==> config.mk <==
export PLATFORM = sky130hd
export DESIGN_NAME = hazard_unit_flat
export DESIGN_NICKNAME = d
export VERILOG_FILES = /design/src/rtl/hazard_unit_if.sv /design/src/rtl/hazard_unit.sv /design/src/flat_wrapper.sv
export SDC_FILE = /design/constraint.sdc
export NUM_CORES = 1
export LEC_CHECK = 0
export BUFFER_PORTS_ARGS = -buffer_cell sky130_fd_sc_hd__buf_2
export CAP_MARGIN = 30
export CORE_MARGIN = 3
export CORE_UTILIZATION = 40
export CTS_BUF_LIST = sky130_fd_sc_hd__clkbuf_16
export CTS_CLUSTER_SIZE = 12
export DETAILED_ROUTE_END_ITERATION = 8
export GPL_ROUTABILITY_DRIVEN = 0
export SYNTH_ARGS = -nofsm -noshare
export SYNTH_HDL_FRONTEND = slang
export SYNTH_SLANG_ARGS = --single-unit
==> constraint.sdc <==
create_clock -name clk -period 8.9 [get_ports clk]
set_input_delay 1.78 -clock clk [delete_from_list [all_inputs] [get_ports clk]]
set_output_delay 1.78 -clock clk [all_outputs]
set_load 0.05 [all_outputs]
==> src/rtl/hazard_unit_if.sv <==
// Datapath <-> hazard unit bundle: D-stage instruction and flush in, stall/bypass selects and md_busy out.
interface hazard_unit_if;
   logic [31:0] instr_d;
   logic        flush;
   logic        stall;
   logic [1:0]  fwd_rs_d;
   logic [1:0]  fwd_rt_d;
   logic [1:0]  fwd_rs_e;
   logic [1:0]  fwd_rt_e;
   logic        fwd_rt_m;
   logic        md_busy;

   modport master (
      output instr_d, flush,
      input  stall, fwd_rs_d, fwd_rt_d, fwd_rs_e, fwd_rt_e, fwd_rt_m, md_busy
   );

   modport slave (
      input  instr_d, flush,
      output stall, fwd_rs_d, fwd_rt_d, fwd_rs_e, fwd_rt_e, fwd_rt_m, md_busy
   );
endinterface

==> src/rtl/hazard_unit.sv <==
// Stall/forward controller for the 5-stage MIPS pipeline: Tuse/Tnew decode of D, a shadow
// E/M/W destination pipeline and a HI/LO busy counter.
module hazard_unit #(
   parameter int MULT_CYCLES = 5,
   parameter int DIV_CYCLES  = 10,
   parameter bit FWD_EN      = 1'b1
) (
   input  logic         clk,
   input  logic         reset,
   hazard_unit_if.slave hif
);

   localparam int MD_MAX = (MULT_CYCLES > DIV_CYCLES) ? MULT_CYCLES : DIV_CYCLES;
   localparam int CNT_W  = $clog2(MD_MAX + 1);
   localparam logic [CNT_W-1:0] MULT_LOAD = CNT_W'(MULT_CYCLES);
   localparam logic [CNT_W-1:0] DIV_LOAD  = CNT_W'(DIV_CYCLES);

   function automatic logic [1:0] sat_dec(input logic [1:0] t);
      return (t == 2'd0) ? 2'd0 : t - 2'd1;
   endfunction

   function automatic logic [1:0] pick_d(input logic [4:0] src,
                                         input logic [4:0] ed, input logic [1:0] et,
                                         input logic [4:0] md, input logic [1:0] mt,
                                         input logic [4:0] wd, input logic [1:0] wt);
      if (src == 5'd0)                 return 2'b00;
      if (ed == src && et == 2'd0)     return 2'b01;
      if (md == src && mt == 2'd0)     return 2'b10;
      if (wd == src && wt == 2'd0)     return 2'b11;
      return 2'b00;
   endfunction

   logic [5:0] op, funct;
   logic [4:0] rs_f, rt_f, rd_f;
   logic r_type, is_jr, is_jalr, is_regimm, is_beq_bne, is_blez_bgtz, is_br;
   logic is_ialu, is_alu_r, is_alu, is_ld, is_st, is_jal;
   logic is_mfc0, is_mtc0, is_eret, is_mult, is_div, is_md, is_mtc0_epc;
   logic rs_used, rt_used;
   logic [4:0] src_rs, src_rt, dst_dec;
   logic [1:0] tuse_rs, tuse_rt, tnew_dec;

   assign op     = hif.instr_d[31:26];
   assign rs_f   = hif.instr_d[25:21];
   assign rt_f   = hif.instr_d[20:16];
   assign rd_f   = hif.instr_d[15:11];
   assign funct  = hif.instr_d[5:0];

   assign r_type       = (op == 6'h00);
   assign is_jr        = r_type && (funct == 6'h08);
   assign is_jalr      = r_type && (funct == 6'h09);
   assign is_regimm    = (op == 6'h01);
   assign is_beq_bne   = (op == 6'h04) || (op == 6'h05);
   assign is_blez_bgtz = (op == 6'h06) || (op == 6'h07);
   assign is_br        = is_jr || is_jalr || is_regimm || is_beq_bne || is_blez_bgtz;
   assign is_ialu      = (op[5:3] == 3'b001);
   assign is_alu_r     = r_type && !is_jr && !is_jalr;
   assign is_alu       = is_alu_r || is_ialu;
   assign is_ld        = (op == 6'h20) || (op == 6'h21) || (op == 6'h23) || (op == 6'h24) || (op == 6'h25);
   assign is_st        = (op == 6'h28) || (op == 6'h29) || (op == 6'h2B);
   assign is_jal       = (op == 6'h03);
   assign is_mfc0      = (op == 6'h10) && (rs_f == 5'd0);
   assign is_mtc0      = (op == 6'h10) && (rs_f == 5'd4);
   assign is_eret      = (hif.instr_d == 32'h4200_0018);
   assign is_mult      = r_type && (funct == 6'h18 || funct == 6'h19);
   assign is_div       = r_type && (funct == 6'h1A || funct == 6'h1B);
   assign is_md        = r_type && (funct[5:2] == 4'b0100 || funct[5:2] == 4'b0110);
   assign is_mtc0_epc  = is_mtc0 && (rd_f == 5'd14);

   // Jump targets and cop0 selector bits overlap rs/rt, so only real source fields are kept.
   assign rs_used = r_type || is_regimm || is_beq_bne || is_blez_bgtz || is_ialu || is_ld || is_st;
   assign rt_used = r_type || is_beq_bne || is_st || is_mtc0;
   assign src_rs  = rs_used ? rs_f : 5'd0;
   assign src_rt  = rt_used ? rt_f : 5'd0;
   assign tuse_rs = is_br ? 2'd0 : 2'd1;
   assign tuse_rt = is_beq_bne ? 2'd0 : (r_type ? 2'd1 : 2'd2);

   always_comb begin
      dst_dec  = 5'd0;
      tnew_dec = 2'd0;
      if (is_alu_r || is_jalr)             dst_dec = rd_f;
      else if (is_ialu || is_ld || is_mfc0) dst_dec = rt_f;
      else if (is_jal)                     dst_dec = 5'd31;
      if (is_ld || is_mfc0)                tnew_dec = 2'd2;
      else if (is_alu)                     tnew_dec = 2'd1;
   end

   logic [4:0] e_dst_q, e_dst_d, e_rs_q, e_rs_d, e_rt_q, e_rt_d;
   logic [1:0] e_tnew_q, e_tnew_d;
   logic       e_mult_q, e_mult_d, e_div_q, e_div_d, e_epc_q, e_epc_d;
   logic [4:0] m_dst_q, m_dst_d, m_rt_q, m_rt_d;
   logic [1:0] m_tnew_q, m_tnew_d;
   logic       m_epc_q, m_epc_d;
   logic [4:0] w_dst_q, w_dst_d;
   logic [1:0] w_tnew_q, w_tnew_d;
   logic [CNT_W-1:0] cnt_q, cnt_d;

   logic haz_rs, haz_rt, pend_rs, pend_rt, md_stall, eret_stall, stall;

   assign haz_rs = (src_rs != 5'd0) &&
                   ((src_rs == e_dst_q && e_tnew_q > tuse_rs) || (src_rs == m_dst_q && m_tnew_q > tuse_rs));
   assign haz_rt = (src_rt != 5'd0) &&
                   ((src_rt == e_dst_q && e_tnew_q > tuse_rt) || (src_rt == m_dst_q && m_tnew_q > tuse_rt));
   assign pend_rs    = (src_rs != 5'd0) && (src_rs == e_dst_q || src_rs == m_dst_q);
   assign pend_rt    = (src_rt != 5'd0) && (src_rt == e_dst_q || src_rt == m_dst_q);
   assign md_stall   = is_md && (hif.md_busy || e_mult_q || e_div_q);
   assign eret_stall = is_eret && (e_epc_q || m_epc_q);
   assign stall      = haz_rs || haz_rt || md_stall || eret_stall || (!FWD_EN && (pend_rs || pend_rt));

   assign hif.stall   = stall;
   assign hif.md_busy = (cnt_q != '0);

   always_comb begin
      hif.fwd_rs_d = 2'b00;
      hif.fwd_rt_d = 2'b00;
      hif.fwd_rs_e = 2'b00;
      hif.fwd_rt_e = 2'b00;
      hif.fwd_rt_m = 1'b0;
      if (FWD_EN) begin
         hif.fwd_rs_d = pick_d(src_rs, e_dst_q, e_tnew_q, m_dst_q, m_tnew_q, w_dst_q, w_tnew_q);
         hif.fwd_rt_d = pick_d(src_rt, e_dst_q, e_tnew_q, m_dst_q, m_tnew_q, w_dst_q, w_tnew_q);
         if (e_rs_q != 5'd0 && e_rs_q == m_dst_q && m_tnew_q == 2'd0)      hif.fwd_rs_e = 2'b01;
         else if (e_rs_q != 5'd0 && e_rs_q == w_dst_q && w_tnew_q == 2'd0) hif.fwd_rs_e = 2'b10;
         if (e_rt_q != 5'd0 && e_rt_q == m_dst_q && m_tnew_q == 2'd0)      hif.fwd_rt_e = 2'b01;
         else if (e_rt_q != 5'd0 && e_rt_q == w_dst_q && w_tnew_q == 2'd0) hif.fwd_rt_e = 2'b10;
         hif.fwd_rt_m = (m_rt_q != 5'd0) && (m_rt_q == w_dst_q) && (w_tnew_q == 2'd0);
      end
   end

   // Flush overrides stall: every shadow stage becomes a bubble, but the md counter keeps running.
   always_comb begin
      e_dst_d  = dst_dec;
      e_tnew_d = tnew_dec;
      e_rs_d   = src_rs;
      e_rt_d   = src_rt;
      e_mult_d = is_mult;
      e_div_d  = is_div;
      e_epc_d  = is_mtc0_epc;
      m_dst_d  = e_dst_q;
      m_tnew_d = sat_dec(e_tnew_q);
      m_rt_d   = e_rt_q;
      m_epc_d  = e_epc_q;
      w_dst_d  = m_dst_q;
      w_tnew_d = sat_dec(m_tnew_q);
      if (stall || hif.flush) begin
         e_dst_d  = 5'd0;
         e_tnew_d = 2'd0;
         e_rs_d   = 5'd0;
         e_rt_d   = 5'd0;
         e_mult_d = 1'b0;
         e_div_d  = 1'b0;
         e_epc_d  = 1'b0;
      end
      if (hif.flush) begin
         m_dst_d  = 5'd0;
         m_tnew_d = 2'd0;
         m_rt_d   = 5'd0;
         m_epc_d  = 1'b0;
         w_dst_d  = 5'd0;
         w_tnew_d = 2'd0;
      end
      if (e_mult_q)           cnt_d = MULT_LOAD;
      else if (e_div_q)       cnt_d = DIV_LOAD;
      else if (cnt_q != '0)   cnt_d = cnt_q - CNT_W'(1);
      else                    cnt_d = cnt_q;
   end

   always_ff @(posedge clk) begin
      if (reset) begin
         e_dst_q  <= '0;
         e_tnew_q <= '0;
         e_rs_q   <= '0;
         e_rt_q   <= '0;
         e_mult_q <= 1'b0;
         e_div_q  <= 1'b0;
         e_epc_q  <= 1'b0;
         m_dst_q  <= '0;
         m_tnew_q <= '0;
         m_rt_q   <= '0;
         m_epc_q  <= 1'b0;
         w_dst_q  <= '0;
         w_tnew_q <= '0;
         cnt_q    <= '0;
      end else begin
         e_dst_q  <= e_dst_d;
         e_tnew_q <= e_tnew_d;
         e_rs_q   <= e_rs_d;
         e_rt_q   <= e_rt_d;
         e_mult_q <= e_mult_d;
         e_div_q  <= e_div_d;
         e_epc_q  <= e_epc_d;
         m_dst_q  <= m_dst_d;
         m_tnew_q <= m_tnew_d;
         m_rt_q   <= m_rt_d;
         m_epc_q  <= m_epc_d;
         w_dst_q  <= w_dst_d;
         w_tnew_q <= w_tnew_d;
         cnt_q    <= cnt_d;
      end
   end

endmodule

==> src/flat_wrapper.sv <==
// flat-port wrapper written by rule: the top's interface ports become plain ports
module hazard_unit_flat 
#(
   parameter int MULT_CYCLES = 5,
   parameter int DIV_CYCLES  = 10,
   parameter bit FWD_EN      = 1'b1
)
  (clk, reset, hif_instr_d, hif_flush, hif_stall, hif_fwd_rs_d, hif_fwd_rt_d, hif_fwd_rs_e, hif_fwd_rt_e, hif_fwd_rt_m, hif_md_busy);
  hazard_unit_if hif_i ();
  input  logic clk;
  input  logic reset;
  input wire logic [$bits(hif_i.instr_d)-1:0] hif_instr_d;
  input wire logic [$bits(hif_i.flush)-1:0] hif_flush;
  output wire logic [$bits(hif_i.stall)-1:0] hif_stall;
  output wire logic [$bits(hif_i.fwd_rs_d)-1:0] hif_fwd_rs_d;
  output wire logic [$bits(hif_i.fwd_rt_d)-1:0] hif_fwd_rt_d;
  output wire logic [$bits(hif_i.fwd_rs_e)-1:0] hif_fwd_rs_e;
  output wire logic [$bits(hif_i.fwd_rt_e)-1:0] hif_fwd_rt_e;
  output wire logic [$bits(hif_i.fwd_rt_m)-1:0] hif_fwd_rt_m;
  output wire logic [$bits(hif_i.md_busy)-1:0] hif_md_busy;
  assign hif_i.instr_d = hif_instr_d;
  assign hif_i.flush = hif_flush;
  assign hif_stall = hif_i.stall;
  assign hif_fwd_rs_d = hif_i.fwd_rs_d;
  assign hif_fwd_rt_d = hif_i.fwd_rt_d;
  assign hif_fwd_rs_e = hif_i.fwd_rs_e;
  assign hif_fwd_rt_e = hif_i.fwd_rt_e;
  assign hif_fwd_rt_m = hif_i.fwd_rt_m;
  assign hif_md_busy = hif_i.md_busy;
  hazard_unit #(.MULT_CYCLES(MULT_CYCLES), .DIV_CYCLES(DIV_CYCLES), .FWD_EN(FWD_EN)) u_core (.clk(clk), .reset(reset), .hif(hif_i));
endmodule
==> results of run 1 <==
worst paths after layout:
path | from | end | slack (ns) | cells past startpoint
worst max-delay path | hif_instr_d[24] | hif_stall | 2.57 | 8
worst max register to register | u_core.cnt_q[0] | u_core.e_dst_q[3] | 6.46 | 8
worst min-delay path | u_core.m_tnew_q[0] | u_core.w_tnew_q[0] | 0.42 | 1
worst min register to register | u_core.m_tnew_q[0] | u_core.w_tnew_q[0] | 0.42 | 1
registers in the layout, indices dropped and copies added (netlist names):
name and cells:
u_core.m_epc_q 1, u_core.e_tnew_q 2, u_core.w_tnew_q 2, u_core.w_dst_q 5, u_core.e_epc_q 1, u_core.e_rs_q 5
u_core.e_div_q 1, u_core.e_dst_q 5, u_core.e_mult_q 1, u_core.e_rt_q 5, u_core.cnt_q 4, u_core.m_tnew_q 2
u_core.m_dst_q 5, u_core.m_rt_q 5
area by class of cell:
class / count / area share, %
clock buffer: 5 / 3.44
clock inverter: 3 / 1.27
inverter: 20 / 2.06
multi-input combinational: 316 / 59.1
sequential: 44 / 24.2
tap: 102 / 3.51
timing repair buffer: 46 / 6.40
placed cells by master, fill, tap and decap left out, types with 9 or more instances in the layout:
master   netlist  routed
nor4_1        16      16
dfxtp_1       44      44
ha_1           9       9
xor2_1        13      13
nand3_1       15      15
nor3_1        26      26
xnor2_1       25      25
buf_2          6      45
nand2_1       12      12
a21oi_1       10      10
a31oi_1       15      15
and2_1        12      12
inv_1         20      20
o21ai_0       12      12
nor2_1        41      41
where the power goes:
| part | leakage (nW) | internal [mW] | switching, mW |
|---|---|---|---|
| logic | 0.996 | 0.0540 | 0.0919 |
| clock network | 0.0804 | 0.134 | 0.0831 |
| registers | 0.356 | 0.206 | 0.00801 |
| total | 1.43 | 0.393 | 0.183 |
layer usage:
layer	vias to the layer above	track usage [%]
met5	-	0
met4	0	7.70
met3	23	4.69
met2	144	36.5
met1	1520	28.9
li1	1584	-
cells by family after synthesis:
logic type                 share of synthesized area [%]
and+or+nand+nor                                     33.3
DFF                                                 27.1
adders and majority gates                           3.46
xor gates and xnor gates                            10.2
buffers and inverters                               6.92
AOI/OAI and AO/OA                                   19.0
through the flow:
step / area (sq um) / hold WS [ns] / cells / total power [mW] / setup slack [ns]
final: 3640 / 0.417 / 536 / 0.576 / 2.57
after global routing: 3640 / 0.457 / 536 / 0.608 / 2.26
after CTS: 3640 / 0.422 / 536 / 0.580 / 2.52
after detailed placement: 3460 / 0.412 / 528 / 0.364 / 2.56
after global placement: 3460 / 0.407 / 528 / 0.362 / 2.48
after floorplan: 3250 / 0.397 / 413 / 0.332 / 2.64
==> flow_summary.ini, run 1 <==
[outcome]
status = finished, final reports clean

[clocking]
htreeDepth = 2
insertion_delay_ns = 0.29
clkTransAtPathRegs_ns = 0.07
cts_buffer_depth = 2
tritoncts = done
clock-sinks = 44
postCtsSetupBuffers = 0
cts_buffers = 5
cts_resized = 0
ctsHoldBuffers = 0
root_buffer = clkbuf_16

[synth]
syn_area_sq_um = 3250
synth_top_area_share_pct = 27.1
synth_top_area_cell = dfxtp_1
synth_most_common_cell = dfxtp_1
synth_seq_area_share_pct = 27.1
synth_seq_cells = 44
syn_area_per_cell_sq_um = 7.88
async_reset_ff_share_pct = 0
netlist_instances = 413
syn_nets = 457
yosysWarnings = 0
synth_commonest_cells = dfxtp_1, nor2_1, nor3_1
synth-edff-count = 0
synth.distinct_cells = 63
synth-main-ff-cell = dfxtp_1
yosys-top-cells-area = dfxtp_1, xnor2_1, nor2_1

[setup_path]
cp_max_fo = 20
cp_num_buf_inv = 2
critical-path-top-delay-family = compound AO/OA/AOI/OAI gates
crit_slowest_cell = or4b_1
critPathCaptureType = primary output
path_cells = buf_2 -> or4b_1 -> nor3_2 -> o31ai_1 -> a2111oi_0 -> a2bb2o_2 -> or2_1 -> buf_2
crit_arrival_ns = 4.55
start_kind = primary input
critical_path_class = in2out
cp_common_cell = buf_2
required_ns = 7.12
cpPeakStageDelay_ns = 0.66

[die]
core-area_sq_um = 7810
ioPinCount = 46
num_rows = 32
start_util_pct = 41.7
die_height_um = 96.2
dieArea_sq_um = 9250
die_x_um = 96.2

[route]
dr_wl_met3_um = 684
drc_errors = 0
post_drt_wl_per_cell_um = 18.0
met2_length_um = 4500
wirelength_um = 9640
post_drt_via_cell_ratio = 6.10
postRouteAntennaNets = 0
dr.pass1.iters = 5
dr.max_layer_used = met4
drtIter0Drc = 229
wl_met1_um = 4210
vias = 3271

[global_routing]
grt_antenna_before_repair = 0
grt_pass1_wl_um = 15900
grt_start_max_net_pins = 21
grt_overflow = 0
grt_pass1_vias = 3105
grt_usage_pct = 22.3

[finish]
diodes = 0
multi_input_area_sq_um = 2150
nFillCells = 790
final_util_pct = 46.6
layout.nets = 477
drive_gt1_share_pct = 16.4
area.sequential_sq_um = 881
areaGrowthSynthToFinish_pct = 11.7

[timing]
rsz0062_at_grt = no
finalHoldViolations = 0
tightestPinTransition_ns = 0.715
slew_headroom_pct = 51.1
fin_setup_tns_ns = 0
min_period_ns = 6.33
setup_viol = 0
drv_slew = 0
fin_crit_sh_pct = 71.1
timing.fmax_mhz = 158
fin_skew_ns = 0.0107

[power_and_ir_drop]
power_leakage_nw = 1.43
power.density_nw_per_um2 = 158
peakVddDrop_uv = 166

[placed_design]
port_buffers = 45
dpl.hpwl_um = 7240

[hold_path]
hold_path_class = reg2reg

[flow_run]
maxCapViolCount = 0
Power figures use the tool's default switching activity.
==> inputs of run 2 (changes only) <==
- ABC_AREA: unset -> 1
- clock period: 8.9 -> 5.45 ns (I/O delays scaled with it)
==> run 2 against run 1 <==
  * Synthesized cell count grew 5.1%
  * Worst hold slack gained 0.0090 ns
  * Combinational power grew 74%
  * First-iteration DRC count shrank 5.7%
  * Die area shrank 9.9%
  * Register-to-register slack lost 3.2 ns
  * Area after synthesis shrank 11%
  * Cell area shrank 6.1%
  * Core utilization grew 2.9 points
  * Sequential power grew 65%
  * Critical path depth grew 5
  * Sequential cell count is the same
  * Largest power group unchanged
==> flow_summary.ini, run 2 <==
[outcome]
status = finished, final reports clean

[synth]
synth_seq_area_share_pct = 30.3
synth_top_area_share_pct = 30.3
syn_area_sq_um = 2910
synth_most_common_cell = nand2_1
synth-edff-count = 0
syn_nets = 478
netlist_instances = 434
yosysWarnings = 0
synth.distinct_cells = 34
synth_seq_cells = 44
yosys-top-cells-area = dfxtp_1, nand2_1, inv_1
synth-main-ff-cell = dfxtp_1
async_reset_ff_share_pct = 0
synth_top_area_cell = dfxtp_1
syn_area_per_cell_sq_um = 6.71
synth_commonest_cells = nand2_1, inv_1, nor2_1

[finish]
diodes = 0
drive_gt1_share_pct = 17.5
final_common_cell = nand2_1
layout.nets = 523
areaGrowthSynthToFinish_pct = 17.3
layout_common_cells = nand2_1, inv_1, nor2_1, buf_2, dfxtp_1

[power_and_ir_drop]
p_int_mw = 0.728
power_leakage_nw = 1.51
power.net_switching_mw = 0.312
pwr-share-seq_pct = 34.0
switching_share_pct = 30.0
power_mw = 1.04
clockPowerShare_pct = 41.6
power.density_nw_per_um2 = 305
peakVddDrop_uv = 113
power.share.combinational_pct = 24.4

[timing]
setup_viol = 0
fin_skew_ns = 0.00944
fin_setup_tns_ns = 0
timing.fmax_mhz = 231
fin_crit_sh_pct = 79.4
tightestPinTransition_ns = 0.759
rsz0062_at_grt = no
min_period_ns = 4.33
finalHoldViolations = 0
drv_slew = 0
slew_headroom_pct = 49.4

[global_routing]
grt_overflow = 0
grt_pass1_vias = 2812
grt_usage_pct = 20.5
grtUsageMet3_pct = 3.48
grt_start_max_net_pins = 21
met2_usage_pct = 34.8
grtUsageMet1_pct = 25.9
grt_antenna_before_repair = 0
top_usage_layer = met2
grt_pass1_wl_um = 13700

[clocking]
clkTransAtPathRegs_ns = 0.06
cts_resized = 0
clock-sinks = 44
insertion_delay_ns = 0.29
ctsHoldBuffers = 0
root_buffer = clkbuf_16
cts_buffers = 5
tritoncts = done
htreeDepth = 2
cts_buffer_depth = 2
postCtsSetupBuffers = 0

[route]
post_drt_wl_per_cell_um = 14.3
post_drt_via_cell_ratio = 5.18
wirelength_um = 8210
dr.pass1.iters = 4
vias = 2981
drc_errors = 0
drtIter0Drc = 216
postRouteAntennaNets = 0

[setup_path]
cp_common_cell = nand2_1
crit_slowest_cell = nor4_1
critical_path_class = in2out
crit_arrival_ns = 3.24
critPathCaptureType = primary output
start_kind = primary input
required_ns = 4.36
path_cells = buf_2 -> nor2_4 -> nand3_2 -> nand2_2 -> nor2_4 -> nand2_4 -> nand2_1 -> nand2_1 -> o21ai_0 -> nor4_1 -> nand2_1 -> a21oi_1 -> buf_2
cpPeakStageDelay_ns = 0.39
cp_max_fo = 17

[flow_run]
maxCapViolCount = 0

[die]
die_height_um = 91.3
start_util_pct = 42.1
num_rows = 30
dieArea_sq_um = 8330
core-area_sq_um = 6910
die_x_um = 91.3
ioPinCount = 46

[placed_design]
dpl.hpwl_um = 6520
port_buffers = 45

[hold_path]
hold_path_class = reg2reg
run 2: changes by cell type after synthesis, moves of 10 or more:
| cell | change |
|---|---|
| nand2_1 | +68 |
| inv_1 | +44 |
| nor2_1 | +23 |
| clkbuf_1 | -20 |
| xnor2_1 | -19 |
| nor3_1 | -18 |
| nand3_1 | +17 |
| nor2_2 | +16 |
| a31oi_1 | -12 |
| and2_1 | -12 |
| nand4_1 | +10 |
run 2: routing by layer:
layer | wire [um] | share of wire [%] | vias up
met5 | 0 | 0 | -
li1 | - | - | 1524
met4 | 222 | 2.7 | 0
met2 | 3900 | 47 | 109
met1 | 3600 | 44 | 1332
met3 | 489 | 6.0 | 16
run 2: kinds of logic (layout without fill, tap and decap cells):
family	Yosys count	in the layout	synth area share (%)
DFF	44	44	30.3
adders and majority gates	9	9	3.87
buffers and inverters	71	117	10.2
AOI/OAI and AO/OA	50	50	10.7
and+or+nand+nor	244	244	40.2
xor gates and xnor gates	16	16	4.81
run 2: power by group through the flow:
stage,sequential (mW),clock (mW),combinational [mW]
floorplan,0.356,0,0.193
global placement,0.360,0,0.253
detailed placement,0.360,0,0.254
CTS,0.353,0.439,0.255
global route,0.355,0.454,0.287
finish,0.353,0.433,0.254
run 2: metrics by stage:
| stage | util [%] | hold slack (ns) | area (sq um) | worst slack, ns | std cells |
|---|---|---|---|---|---|
| after global routing | 49.4 | 0.447 | 3410 | 0.868 | 576 |
| after detailed placement | 46.3 | 0.414 | 3200 | 1.11 | 568 |
| final | 49.4 | 0.426 | 3410 | 1.12 | 576 |
| after CTS | 49.4 | 0.427 | 3410 | 1.10 | 576 |
| after floorplan | - | 0.397 | 2910 | 1.00 | 434 |
| after global placement | 46.3 | 0.407 | 3200 | 1.14 | 568 |
run 2: worst paths after layout:
kind / end / cells after the start / slack (ns) / startpoint
setup / recovery: hif_fwd_rs_d[0] / 13 / 1.12 / hif_instr_d[30]
hold / removal: u_core.m_epc_q / 2 / 0.43 / u_core.e_epc_q
setup reg to reg: u_core.e_rt_q[0] / 9 / 3.22 / u_core.cnt_q[0]
hold reg to reg: u_core.m_epc_q / 2 / 0.43 / u_core.e_epc_q
run 2: area by class of cell:
cell class,count,area [sq um]
Inverter,64,240
Sequential cell,44,881
Fill cell,749,3490
Timing Repair Buffer,45,225
Tap cell,96,120
Clock buffer,5,125
Multi-Input combinational cell,319,1730
Clock inverter,3,90.1
run 2: critical path, delay by kind of cell:
family,cells,cell delay [ns]
buffers and inverters,2,0.41
AO/OA/AOI/OAI,2,0.20
AND/OR/NAND/NOR,9,1.51
==> inputs of run 3 (changes only) <==
- clock period: 5.45 -> 4.48 ns (I/O delays scaled with it)
==> run 3 against run 2 <==
  * Register-to-register slack got worse by 0.90 ns
  * Wire length increased by 0.23%
  * Clock power increased by 22%
  * Sequential power increased by 22%
  * First-iteration DRC count increased by 9.3%
  * Global-route usage decreased by 0.052 points
  * Die area unchanged
  * Sequential cell count unchanged
  * Worst setup slack got worse by 0.67 ns
  * Sequential share of layout area unchanged
  * Total power increased by 22%
  * Core utilization unchanged
==> flow_summary.ini, run 3 (synthesis gave the netlist of run 2 again) <==
[outcome]
status = finished, final reports clean

[route]
wl_met1_um = 3700
drc_errors = 0
wirelength_um = 8230
post_drt_via_cell_ratio = 5.19
dr_wl_met3_um = 433
post_drt_wl_per_cell_um = 14.3
postRouteAntennaNets = 0
vias = 2987
met2_length_um = 3840
drtIter0Drc = 236
dr.max_layer_used = met4
dr.pass1.iters = 5

[clocking]
htreeDepth = 2
insertion_delay_ns = 0.28
clkTransAtPathRegs_ns = 0.06
cts_buffers = 5
cts_buffer_depth = 2
tritoncts = done
ctsHoldBuffers = 0
clock-sinks = 44
root_buffer = clkbuf_16
cts_resized = 0
postCtsSetupBuffers = 0

[flow_run]
maxCapViolCount = 0

[global_routing]
grt_antenna_before_repair = 0
grt_pass1_vias = 2790
grt_start_max_net_pins = 21
grt_overflow = 0
grt_usage_pct = 20.4
grt_pass1_wl_um = 13600

[power_and_ir_drop]
power_leakage_nw = 1.51
power_mw = 1.27
power.density_nw_per_um2 = 372
peakVddDrop_uv = 154

[finish]
layout_common_cells = nand2_1, inv_1, nor2_1, buf_2, dfxtp_1
fin_cells = 576
diodes = 0
areaGrowthSynthToFinish_pct = 17.3
layout.nets = 523
drive_gt1_share_pct = 17.5
final_util_pct = 49.4
final_common_cell = nand2_1

[die]
dieArea_sq_um = 8330
core-area_sq_um = 6910
num_rows = 30
start_util_pct = 42.1
die_height_um = 91.3
ioPinCount = 46
die_x_um = 91.3

[setup_path]
critical_path_class = in2out
start_kind = primary input
rrSetupSlack_ns = 2.32
critPathCaptureType = primary output
crit_arrival_ns = 3.13
cp_max_fo = 17
required_ns = 3.58

[timing]
rsz0062_at_grt = no
fin_crit_sh_pct = 89.8
tightestPinTransition_ns = 0.773
slew_headroom_pct = 48.4
fin_skew_ns = 0.00310
finalHoldViolations = 0
fin_setup_tns_ns = 0
timing.final.ws_setup_ns = 0.456
setup_viol = 0
min_period_ns = 4.02
drv_slew = 0
timing.fmax_mhz = 249

[hold_path]
hold_path_class = reg2reg

[placed_design]
port_buffers = 45
dp.cells = 568
pre_cts_ws_ns = 0.504
dpl.hpwl_um = 6480
## run 3: cell counts in the layout (fill, tap and decap cells not counted)
No cell type changed its count.
## run 3: power breakdown
part / switching (mW) / internal [mW] / total, mW / leakage, nW
clock network: 0.154 / 0.376 / 0.530 / 0.104
registers: 0.0168 / 0.413 / 0.430 / 0.356
logic: 0.213 / 0.0969 / 0.310 / 1.05
total: 0.385 / 0.886 / 1.27 / 1.51
## run 3: final timing paths
check	startpoint	end	cells after the start
setup / recovery	hif_instr_d[30]	hif_fwd_rs_d[0]	13
hold / removal	u_core.m_tnew_q[0]	u_core.w_tnew_q[0]	1
setup reg to reg	u_core.cnt_q[0]	u_core.e_rt_q[3]	9
hold reg to reg	u_core.m_tnew_q[0]	u_core.w_tnew_q[0]	1
## run 3: final cells by class
class | instances | area [sq um]
clock buffer | 5 | 125
clock inverter | 3 | 90.1
fill | 734 | 3490
inverter | 64 | 240
multi-input combinational | 319 | 1730
sequential | 44 | 881
tap | 96 | 120
timing repair buffer | 45 | 225
## run 3: metrics by stage
step,hold WS (ns),cell area (sq um)
final,0.416,3410
after global routing,0.450,3410
after CTS,0.420,3410
after detailed placement,0.407,3200
after global placement,0.407,3200
after floorplan,0.397,2910
## run 3: layer usage
layer | track usage (%) | vias up
met4 | 8.67 | 0
met2 | 33.7 | 99
li1 | - | 1528
met5 | 0 | -
met3 | 3.31 | 17
met1 | 26.3 | 1343
## run 3: critical path, cell delays in order
cell and delay [ns]:
buf_2 0.13, nor2_4 0.19, nand3_2 0.15, nand2_2 0.16, nor2_4 0.06, nand2_4 0.17
nand2_1 0.20, nand2_1 0.09, o21ai_0 0.07, nor4_1 0.45, nand2_1 0.11, a21oi_1 0.15
buf_2 0.28
